**config.mk**
```make
export PLATFORM = sky130hd
export DESIGN_NAME = y86_wb_regfile
export DESIGN_NICKNAME = d
export VERILOG_FILES = /design/src/rtl/y86_pkg.sv /design/src/rtl/y86_wb_dst_decode.sv /design/src/rtl/y86_wb_regfile.sv
export SDC_FILE = /design/constraint.sdc
export NUM_CORES = 2
export LEC_CHECK = 0
export CAP_MARGIN = 40
export CORE_MARGIN = 2
export CORE_UTILIZATION = 45
export DETAILED_ROUTE_END_ITERATION = 10
export GPL_TIMING_DRIVEN = 0
export PLACE_DENSITY = 0.67
export SYNTH_ARGS = -nofsm -noshare
export SYNTH_HDL_FRONTEND = slang
export SYNTH_SLANG_ARGS = --single-unit
```
**constraint.sdc**
```tcl
create_clock -name clk -period 43.4 [get_ports clk]
set_input_delay 8.68 -clock clk [delete_from_list [all_inputs] [get_ports clk]]
set_output_delay 8.68 -clock clk [all_outputs]
set_load 0.01 [all_outputs]
```
**src/rtl/y86_pkg.sv**
```systemverilog
// Shared Y86 definitions: instruction codes, register ids, status codes and
// the run/halt state used by the write-back stage and the hazard unit.
package y86_pkg;

  localparam logic [3:0] I_HALT   = 4'h0;
  localparam logic [3:0] I_NOP    = 4'h1;
  localparam logic [3:0] I_RRMOVQ = 4'h2;
  localparam logic [3:0] I_IRMOVQ = 4'h3;
  localparam logic [3:0] I_RMMOVQ = 4'h4;
  localparam logic [3:0] I_MRMOVQ = 4'h5;
  localparam logic [3:0] I_OPQ    = 4'h6;
  localparam logic [3:0] I_JXX    = 4'h7;
  localparam logic [3:0] I_CALL   = 4'h8;
  localparam logic [3:0] I_RET    = 4'h9;
  localparam logic [3:0] I_PUSHQ  = 4'hA;
  localparam logic [3:0] I_POPQ   = 4'hB;

  localparam logic [3:0] REG_RSP  = 4'h4;
  localparam logic [3:0] REG_NONE = 4'hF;

  typedef enum logic [1:0] {
    STAT_AOK = 2'd0,
    STAT_HLT = 2'd1,
    STAT_ADR = 2'd2,
    STAT_INS = 2'd3
  } stat_e;

  typedef enum logic {
    S_RUN  = 1'b0,
    S_HALT = 1'b1
  } run_state_e;

endpackage

```
**src/rtl/y86_wb_dst_decode.sv**
```systemverilog
// Combinational write-destination decode (dstE/dstM) from icode/rA/rB/cnd.
module y86_wb_dst_decode
  import y86_pkg::*;
(
  input  logic [3:0] icode,
  input  logic [3:0] rA,
  input  logic [3:0] rB,
  input  logic       cnd,
  output logic [3:0] dst_e,
  output logic [3:0] dst_m
);

  always_comb begin
    dst_e = REG_NONE;
    case (icode)
      I_RRMOVQ:                        dst_e = cnd ? rB : REG_NONE;
      I_IRMOVQ, I_OPQ:                 dst_e = rB;
      I_CALL, I_RET, I_PUSHQ, I_POPQ:  dst_e = REG_RSP;
      default:                         dst_e = REG_NONE;
    endcase
  end

  always_comb begin
    dst_m = REG_NONE;
    if (icode == I_MRMOVQ || icode == I_POPQ) dst_m = rA;
  end

endmodule

```
**src/rtl/y86_wb_regfile.sv**
```systemverilog
// Y86 write-back stage with register file, run/halt tracking and retire count.
// Define WB_REGFILE_BYPASS_EN to make the read ports write-through.
module y86_wb_regfile
  import y86_pkg::*;
#(
  parameter int DATA_W    = 64,
  parameter int NUM_REGS  = 15,
  parameter int RET_CNT_W = 32
) (
  input  logic                 clk,
  input  logic                 rst,
  input  logic                 wb_valid,
  input  logic [3:0]           icode,
  input  logic [3:0]           rA,
  input  logic [3:0]           rB,
  input  logic                 cnd,
  input  logic [1:0]           stat,
  input  logic [DATA_W-1:0]    valE,
  input  logic [DATA_W-1:0]    valM,
  input  logic [3:0]           srcA,
  input  logic [3:0]           srcB,
  output logic [DATA_W-1:0]    valA,
  output logic [DATA_W-1:0]    valB,
  output logic                 halted,
  output logic [1:0]           halt_stat,
  output logic [RET_CNT_W-1:0] ret_cnt
);

  localparam logic [4:0] NREGS = NUM_REGS[4:0];

  logic [3:0]           dst_e, dst_m;
  logic                 retire_ok, we_e, we_m, halt_now;
  run_state_e           state_q, state_d;
  logic [1:0]           halt_stat_q, halt_stat_d;
  logic [RET_CNT_W-1:0] ret_cnt_q, ret_cnt_d;
  logic [DATA_W-1:0]    regs_q [NUM_REGS];
  logic [DATA_W-1:0]    regs_d [NUM_REGS];

  y86_wb_dst_decode u_dst_decode (
    .icode (icode),
    .rA    (rA),
    .rB    (rB),
    .cnd   (cnd),
    .dst_e (dst_e),
    .dst_m (dst_m)
  );

  always_comb begin
    retire_ok = (state_q == S_RUN) && wb_valid && (stat == STAT_AOK);
    we_e      = retire_ok && (dst_e != REG_NONE) && ({1'b0, dst_e} < NREGS);
    we_m      = retire_ok && (dst_m != REG_NONE) && ({1'b0, dst_m} < NREGS);
    halt_now  = (state_q == S_RUN) && wb_valid && ((icode == I_HALT) || (stat != STAT_AOK));
  end

  // M is applied after E so popq %rsp keeps the popped value.
  always_comb begin
    regs_d = regs_q;
    if (we_e) regs_d[dst_e] = valE;
    if (we_m) regs_d[dst_m] = valM;
  end

  always_comb begin
    state_d     = state_q;
    halt_stat_d = halt_stat_q;
    ret_cnt_d   = ret_cnt_q;
    if (halt_now) begin
      state_d     = S_HALT;
      halt_stat_d = ((icode == I_HALT) && (stat == STAT_AOK)) ? STAT_HLT : stat;
    end
    if (retire_ok && (icode != I_HALT) && (ret_cnt_q != '1)) ret_cnt_d = ret_cnt_q + 1'b1;
  end

  always_ff @(posedge clk or posedge rst) begin
    if (rst) begin
      state_q     <= S_RUN;
      halt_stat_q <= '0;
      ret_cnt_q   <= '0;
      for (int unsigned i = 0; i < NUM_REGS; i++) regs_q[i] <= '0;
    end else begin
      state_q     <= state_d;
      halt_stat_q <= halt_stat_d;
      ret_cnt_q   <= ret_cnt_d;
      regs_q      <= regs_d;
    end
  end

  always_comb begin
    valA = '0;
    valB = '0;
    if (srcA != REG_NONE && {1'b0, srcA} < NREGS) valA = regs_q[srcA];
    if (srcB != REG_NONE && {1'b0, srcB} < NREGS) valB = regs_q[srcB];
`ifdef WB_REGFILE_BYPASS_EN
    if (we_m && srcA == dst_m)      valA = valM;
    else if (we_e && srcA == dst_e) valA = valE;
    if (we_m && srcB == dst_m)      valB = valM;
    else if (we_e && srcB == dst_e) valB = valE;
`endif
  end

  assign halted    = (state_q == S_HALT);
  assign halt_stat = halt_stat_q;
  assign ret_cnt   = ret_cnt_q;

endmodule

```
==> results_dict.tcl <==
set metrics [dict create \
    globalplace.congestion 0.9887 \
    clk_pin_slew_ps 60 \
    postRouteAntennaNets 0 \
    period_needed_ps 21140 \
    area_growth_pct 18.56 \
    cts_buffers 112 \
    cp-start-kind "input port" \
    grt_pass1_vias 56551 \
    synth-async-reset-ratio_pct 100.0 \
    fp.dieW_um 370.3 \
    layout-drive-gt1-share_pct 14.42 \
    cts.path.max_buffers 3 \
    cp-endpoint "valA[32]" \
    drv_cap 0 \
    cts_setup_buffers 0 \
    max_freq_mhz 47.31 \
    setup_slack_ps 22260 \
    finalSetupTns_ps 0 \
    syn_nets 6805 \
    clock_tree.htree_level_count 3 \
    synth_edf_count 0 \
    synth.distinct_cells 60 \
    yosysWarnings 0 \
    grt_max_degree 117 \
    multi_input_area_um2 32510 \
    wl_per_cell_um 28.57 \
    final_area_um2 71590 \
    total_power_mw 2.152 \
    synth_top_area_share_pct 41.24 \
    die_h_um 370.3 \
    antenna_found_initial 34 \
    drc 0 \
    finalSetupViolations 0 \
    final_common_cell "nand2_1" \
    dp_worst_setup_slack_ps 22510 \
    layout.nets 7343 \
    rows 134 \
    slew_violations 0 \
    grt_usage_pct 37.54 \
    worstHoldPathType "register to register" \
    worstRegToRegCells 8 \
    avgSynthCellArea_um2 9.080 \
    layout_common_cells "2068 x nand2_1, 995 x dfrtp_1, 972 x nor2_1" \
    p_leak_nw 29.42 \
    finalNonFillerCells 9096 \
    post-place-cells 8822 \
    tightest_slew_ps 1020 \
    drtIter0Drc 9502 \
    power.density_nw_per_um2 30.06 \
    cp_data_required_time_ps 34720 \
    reg2reg_slack_ps 39810 \
    cts-resized-gates 0 \
    hold_slack_ps 494.1 \
    ctsHoldBuffers 0 \
    hpwl_mm 192.1 \
    arrival_ps 12460 \
    synth_cells 6650 \
    ys_top_cells_by_area "dfrtp_1 41%, mux4_2 19%, nand2_1 13%" \
    via_count 59739 \
    ys_ff_latch 995 \
    core_um2 133300 \
    reg2reg_from "halted" \
    synth_seq_area_share_pct 41.24 \
    grt_pass1_wl_mm 380.7 \
    ys.flop_type "dfrtp_1" \
    r2r-end "regs_q[692]" \
    worstSkewPairLatency_ps 780 \
    fill_cells 11787 \
    cts_tree "yes" \
    fin_crit_sh_pct 48.70 \
    portBuffers 305 \
    via_per_inst 6.568 \
    initial_core_util_pct 45.30 \
    timing.critical_path.from "srcA[0]" \
    rsz0062_at_grt "false" \
    overflow 0 \
    place_area_um2 67330 \
    whs_path_depth 1 \
    crit_path_end_kind "output port" \
    seq_area_um2 24900 \
    finalClockSkew_ps 30.12 \
    clkSinkCount 995 \
    wirelength_mm 259.9 \
    hold_violations 0 \
    outcome "completed" \
    path_class "input port to output port" \
    ios 317 \
    ir_worst_vdd_mv 0.03398 \
    fin_util_pct 53.71 \
    crit_fanout 12 \
    drt_first_pass_iters 8 \
    cts_root_buffer "clkbuf_16" \
    synth_area_um2 60380 \
    yosysTopAreaCell "dfrtp_1" \
    die_area_um2 137100 \
    slew_headroom_pct 31.99 \
]
## registers in the layout, indices dropped and copies added, names as in the netlist
name and cells:
halted 1, ret_cnt 32, halt_stat 2, regs_q 960
## Yosys cell counts, types with 4 or more instances
library cell     n
nand2_1       2068
dfrtp_1        995
nor2_1         972
a31oi_1        960
mux4_2         512
clkbuf_1       458
buf_2          148
o21ai_0        132
mux2i_1        128
buf_1           59
buf_6           24
nand3_1         24
xor2_1          18
nand4_1         13
xnor2_1         10
nand4_2          9
nor4_1           9
nand2b_1         8
nor2b_1          8
nor4_4           8
nor3_1           7
inv_1            5
nor3_4           5
o211ai_1         5
or4_1            5
and4_1           4
buf_4            4
nor4b_1          4
o211a_1          4
## worst max-delay path, cell delays in order
cell and delay (ps):
clkbuf_1 290, clkbuf_2 810, nor2b_1 210, clkbuf_2 280, buf_12 260, clkbuf_1 550, nand2_1 120, o21ai_0 150
mux4_2 410, clkdlybuf4s50_1 640
## layout make-up
| class | count | share of cell area (%) |
|---|---|---|
| flip-flops and latches | 995 | 34.78 |
| clock inverters | 36 | 0.6607 |
| well taps | 1768 | 3.090 |
| plain buffers | 693 | 4.200 |
| diodes | 51 | 0.1783 |
| multi-input cells | 4957 | 45.41 |
| clock buffers | 167 | 4.670 |
| inverters | 5 | 0.03670 |
| repair buffers | 424 | 6.969 |
## per-layer routing
metal	vias to the layer above	global-route usage, %	part of all wire [%]
met5	-	0	0.038
met4	12	27.36	8.5
met3	1063	11.65	13
met2	4844	53.89	43
met1	29202	47.90	35
li1	24618	-	-
## worst min path at each step
stage,startpoint,end,slack [ps]
4_1_cts,ret_cnt[9],ret_cnt[9],490
3_3_place_gp,ret_cnt[16],ret_cnt[16],480
2_1_floorplan,regs_q[255],regs_q[255],510
3_5_place_dp,ret_cnt[9],ret_cnt[9],480
6_report,ret_cnt[16],ret_cnt[16],490
5_1_grt,ret_cnt[9],ret_cnt[9],500
## power by group
group          internal [mW]  leakage (nW)  switching, mW  total (mW)
Clock                  0.584          1.87          0.432        1.02
Combinational         0.0668          13.7          0.124       0.190
Sequential             0.938          13.9        0.00869       0.947
Total                   1.59          29.4          0.564        2.15
## cell families after synthesis
family / count (synthesis) / share of synthesized area [%]
xor+xnor: 28 / 0.4062
fa+ha+maj: 1 / 0.02072
flops: 995 / 41.24
buf+inv: 698 / 4.969
simple gates: 3167 / 20.66
mux: 643 / 21.28
compound gates: 1118 / 11.43
No activity file was read; power rests on OpenSTA's default activity.
